$ cat config.mk
export PLATFORM = sky130hd
export DESIGN_NAME = write_iq
export DESIGN_NICKNAME = d
export VERILOG_FILES = /design/src/rtl/write_iq_pkg.sv /design/src/rtl/iq_sat_pack.sv /design/src/rtl/write_iq.sv
export SDC_FILE = /design/constraint.sdc
export NUM_CORES = 1
export LEC_CHECK = 0
export BUFFER_PORTS_ARGS = -buffer_cell sky130_fd_sc_hd__buf_2
export CAP_MARGIN = 20
export CORE_MARGIN = 1
export CORE_UTILIZATION = 35
export DETAILED_ROUTE_END_ITERATION = 8
export GPL_TIMING_DRIVEN = 0
export HOLD_SLACK_MARGIN = 0.08
export PLACE_DENSITY = 0.75
export RECOVER_POWER = 25
export SLEW_MARGIN = 0
export SYNTH_ARGS = -nofsm -noshare
export SYNTH_HDL_FRONTEND = slang
export SYNTH_SLANG_ARGS = --single-unit
$ cat constraint.sdc
create_clock -name clock -period 2.15 [get_ports clock]
set_clock_uncertainty 0.15 [all_clocks]
set_input_delay 0.215 -clock clock [delete_from_list [all_inputs] [get_ports clock]]
set_output_delay 0.215 -clock clock [all_outputs]
set_load 0.005 [all_outputs]
$ cat src/rtl/write_iq_pkg.sv
// Shared fixed-point globals: fractional bit count and the dequantizer that
// undoes the sample quantizer.
package GLOBALS;
   localparam int BITS = 10;

   // Arithmetic shift rounds toward minus infinity.
   function automatic logic signed [31:0] DEQUANTIZE(input logic signed [31:0] v);
      return v >>> BITS;
   endfunction
endpackage

$ cat src/rtl/iq_sat_pack.sv
// Dequantizes one I/Q pair, clamps each to 16 bits and byte-packs the result
// little-endian per sample: {I[7:0], I[15:8], Q[7:0], Q[15:8]}.
module iq_sat_pack
   import GLOBALS::*;
(
   input  logic [31:0] i_raw,
   input  logic [31:0] q_raw,
   output logic [31:0] word,
   output logic        i_sat,
   output logic        q_sat
);

   function automatic logic [16:0] sat16(input logic signed [31:0] v);
      if (v > 32'sd32767)
         return {1'b1, 16'h7FFF};
      else if (v < -32'sd32768)
         return {1'b1, 16'h8000};
      return {1'b0, v[15:0]};
   endfunction

   logic [16:0] i_res, q_res;

   always_comb begin
      i_res = sat16(DEQUANTIZE($signed(i_raw)));
      q_res = sat16(DEQUANTIZE($signed(q_raw)));
      i_sat = i_res[16];
      q_sat = q_res[16];
      word  = {i_res[7:0], i_res[15:8], q_res[7:0], q_res[15:8]};
   end

endmodule

$ cat src/rtl/write_iq.sv
// IQ byte-stream writer: pops an I/Q sample pair together, packs it into one
// 32-bit word and pushes that word to the output FIFO, counting clamps.
module write_iq
   import GLOBALS::*;
#(
   parameter int SAT_CNT_WIDTH = 16
) (
   input  logic                     clock,
   input  logic                     reset,
   output logic                     inI_rd_en,
   input  logic                     inI_empty,
   input  logic [31:0]              inI_dout,
   output logic                     inQ_rd_en,
   input  logic                     inQ_empty,
   input  logic [31:0]              inQ_dout,
   output logic                     out_wr_en,
   input  logic                     out_full,
   output logic [31:0]              out_din,
   output logic [SAT_CNT_WIDTH-1:0] sat_count
);

   typedef enum logic [1:0] {
      S_READ  = 2'd0,
      S_WRITE = 2'd1
   } state_t;

   state_t                   state_q, state_d;
   logic [31:0]              word_q, word_d;
   logic [SAT_CNT_WIDTH-1:0] sat_cnt_q, sat_cnt_d;

   logic [31:0]              pack_word;
   logic                     i_sat, q_sat;
   logic [SAT_CNT_WIDTH:0]   sat_sum;
   logic                     rd_en, wr_en;

   iq_sat_pack u_pack (
      .i_raw (inI_dout),
      .q_raw (inQ_dout),
      .word  (pack_word),
      .i_sat (i_sat),
      .q_sat (q_sat)
   );

   // One extra bit catches the carry so the counter sticks at all-ones.
   always_comb begin
      sat_sum = {1'b0, sat_cnt_q}
              + {{SAT_CNT_WIDTH{1'b0}}, i_sat}
              + {{SAT_CNT_WIDTH{1'b0}}, q_sat};
   end

   always_comb begin
      state_d   = state_q;
      word_d    = word_q;
      sat_cnt_d = sat_cnt_q;
      rd_en     = 1'b0;
      wr_en     = 1'b0;
      case (state_q)
         S_READ: begin
            if (!inI_empty && !inQ_empty) begin
               rd_en     = 1'b1;
               word_d    = pack_word;
               sat_cnt_d = sat_sum[SAT_CNT_WIDTH] ? '1 : sat_sum[SAT_CNT_WIDTH-1:0];
               state_d   = S_WRITE;
            end
         end
         S_WRITE: begin
            if (!out_full) begin
               wr_en   = 1'b1;
               state_d = S_READ;
            end
         end
         default: begin
            state_d = S_READ;
            word_d  = '0;
         end
      endcase
   end

   always_ff @(posedge clock or posedge reset) begin
      if (reset) begin
         state_q   <= S_READ;
         word_q    <= '0;
         sat_cnt_q <= '0;
      end else begin
         state_q   <= state_d;
         word_q    <= word_d;
         sat_cnt_q <= sat_cnt_d;
      end
   end

   // Strobes are masked while reset is high so nothing is consumed or written.
   always_comb begin
      inI_rd_en = rd_en & ~reset;
      inQ_rd_en = rd_en & ~reset;
      out_wr_en = wr_en & ~reset;
      out_din   = out_wr_en ? word_q : '0;
      sat_count = sat_cnt_q;
   end

endmodule

==> reports/qor.yml <==
cells_and_area:
  synthToLayoutAreaGrowth_pct: 50.3
  stdcell_count: 514
  final_core_util_pct: 54.1
  drive_gt1_share_pct: 33.4
  nets: 504
  diodes: 0
routing:
  drt-total-wl_um: 6830
  wl_per_cell_um: 13.3
  viasPerCell: 4.85
  drtAntennaViolNets: 0
  vias: 2492
  firstDrtPassIters: 6
  drcViolationCount: 1
  first_iter_violations: 80
worst_hold_path:
  hp-class: "in2reg"
  hold_depth: 3
setup_path:
  cp_max_fo: 5
  worst-endpoint-arrival_ps: 2240
  cp.required_ps: 2180
  worst_setup_path_end_kind: "register"
  path_class: "reg2reg"
  reg2reg_depth: 6
  startpoint_type: "register"
clock_tree:
  clock_latency_ps: 290
  cts_tree: "built"
  htreeDepth: 2
  root_buffer: "clkbuf_8"
  path_clk_slew_ps: 80
  cts.sinks: 49
  clockBufferDepth: 2
  cts_inserted_buffers: 5
synth:
  synth_flop_cell: "dfrtp_1"
  synth_cell_types: 32
  syn_area_mm2: 0.00243
  yosys_warnings: 0
  ys_ff_latch: 49
  syn_nets: 354
  synth_top_cell_area_share_pct: 50.4
  synth_area_leaders: "dfrtp_1, and2_1, o21ai_0"
  async_flop_share_pct: 100
  netlist_instances: 283
  syn_avg_cell_area_um2: 8.59
  ys_seq_area_share_pct: 50.4
  synth_top_cell_by_area: "dfrtp_1"
  synth_edf_count: 0
timing:
  fin_ws_ps: -59.2
  slew_headroom_pct: 60.3
  drv_slew: 0
  rsz0062_at_grt: "true"
  fmax_mhz: 453
  max_slew.worst_pin.slew_ps: 596
  setup_tns_ps: -120
  post-route-min-period_ps: 2210
  finalSetupViolations: 6
  min_period_over_period_pct: 103
  finalHoldViolations: 0
die:
  die-area_mm2: 0.00728
  die_x_um: 85.3
  io_pins: 120
  start_util_pct: 36.0
  fp.dieH_um: 85.3
  rows: 30
  coreArea_mm2: 0.00676
placed_design:
  place_congestion: 0.833
  dp.cells: 463
  io_buffers: 99
  preCtsSetupSlack_ps: -452
  place_hpwl_um: 4600
global_routing:
  grt_pass1_wl_um: 10700
  grt_remaining_overflow: 0
  grt_usage_pct: 18.7
  first_global_vias: 2300
  grt_max_degree: 43
  antenna_found_initial: 0
status:
  outcome: "finished, violations left"
  violations: "DRC, setup timing"
power:
  power.total_mw: 2.36
  power.leakage_nw: 1.89
  power_per_cell_area_mw_per_mm2: 646
  ir_drop_mv: 0.280
job:
  max_cap_viol_count: 0
-- logic make-up after synthesis --
logic type,Yosys count,share of synthesized area (%)
mux,2,0.875
xor+xnor,8,2.88
buf+inv,23,3.71
flops,49,50.4
compound gates,47,10.4
simple gates,152,30.4
fa+ha+maj,2,1.34
-- power by group --
part | switching [mW] | internal [mW]
clock | 0.292 | 0.232
sequential | 0.141 | 1.09
combinational | 0.291 | 0.317
-- synth_stat cells, types with 2 or more instances --
cell	count
nand2_1	51
dfrtp_1	49
o21ai_0	39
nor2_1	38
and2_1	32
clkbuf_1	13
nand3_1	10
inv_1	9
xnor2_1	7
nor3_1	5
nand4_1	3
nor4_1	3
a21oi_1	2
and3_1	2
o31ai_1	2
or3_1	2
-- layout by cell type (no fill, tap or decap), types with 2 or more instances in the layout --
master	synthesis	routed
buf_8	0	2
nand3_1	10	6
and2_1	32	32
o21ai_0	39	38
nor2_1	38	35
or3_4	1	2
a21oi_1	2	2
clkbuf_1	13	11
nor2_4	0	2
and3_1	2	2
nand2_1	51	51
inv_2	0	3
inv_1	9	6
xnor2_1	7	7
dlygate4sd3_1	0	31
clkbuf_8	0	6
nand3_2	0	3
clkbuf_2	0	3
nor3_1	5	4
buf_2	0	98
buf_4	1	12
nand4_1	3	3
dfrtp_1	49	49
nor4_1	3	2
-- critical path, stage by stage, from the launching register on --
cell and delay, ps:
dfrtp_1 380, inv_2 40, fa_2 350, nand4b_1 200, or4_4 580, nor2_4 100
mux2_4 290
-- routing by layer --
metal  routed length [um]  global-route usage, %
met5                    0                      0
met2                 3460                   31.7
met4                   82                   6.67
met1                 2980                   23.8
met3                  303                   3.50
-- worst paths after layout --
| check | start | end | slack, ps |
|---|---|---|---|
| setup / recovery | sat_count[0] | sat_count[15] | -60 |
| hold / removal | inI_dout[14] | word_q[28] | 80 |
| setup reg to reg | sat_count[0] | sat_count[15] | -60 |
| hold reg to reg | word_q[27] | word_q[27] | 330 |
| max in group asynchronous | reset | sat_count[9] | 590 |
| min in group asynchronous | reset | word_q[0] | 330 |
-- sequential cells by signal (all words and copies together) (netlist names) --
signal / flops
sat_count: 16
word_q: 32
state_q: 1
-- what timing repair did --
| item | in CTS | in global routing |
|---|---|---|
| pin swaps | 4 | 5 |
| resized for setup | 12 | 14 |
| setup buffers | 7 | 5 |
| endpoints found under the hold margin | 79 | 0 |
| setup endpoints to repair | 48 | 63 |
| hold buffers | 31 | 0 |
-- metrics by stage --
| step | instance area [um2] | hold WS [ps] |
|---|---|---|
| 3_3_place_gp | 3080 | 283 |
| 4_1_cts | 3590 | 81.9 |
| 5_1_grt | 3650 | 81.9 |
| 3_5_place_dp | 3100 | 10.8 |
| 6_report | 3650 | 81.6 |
| 2_1_floorplan | 2490 | 183 |
-- cell type report --
class | count | area (um2)
inverters | 9 | 33.8
plain buffers | 14 | 92.6
multi-input cells | 211 | 1210
clock buffers | 8 | 80.1
fillers | 637 | 3100
flip-flops and latches | 49 | 1230
well taps | 80 | 100
repair buffers | 143 | 906
No activity file was read; power rests on OpenSTA's default activity.
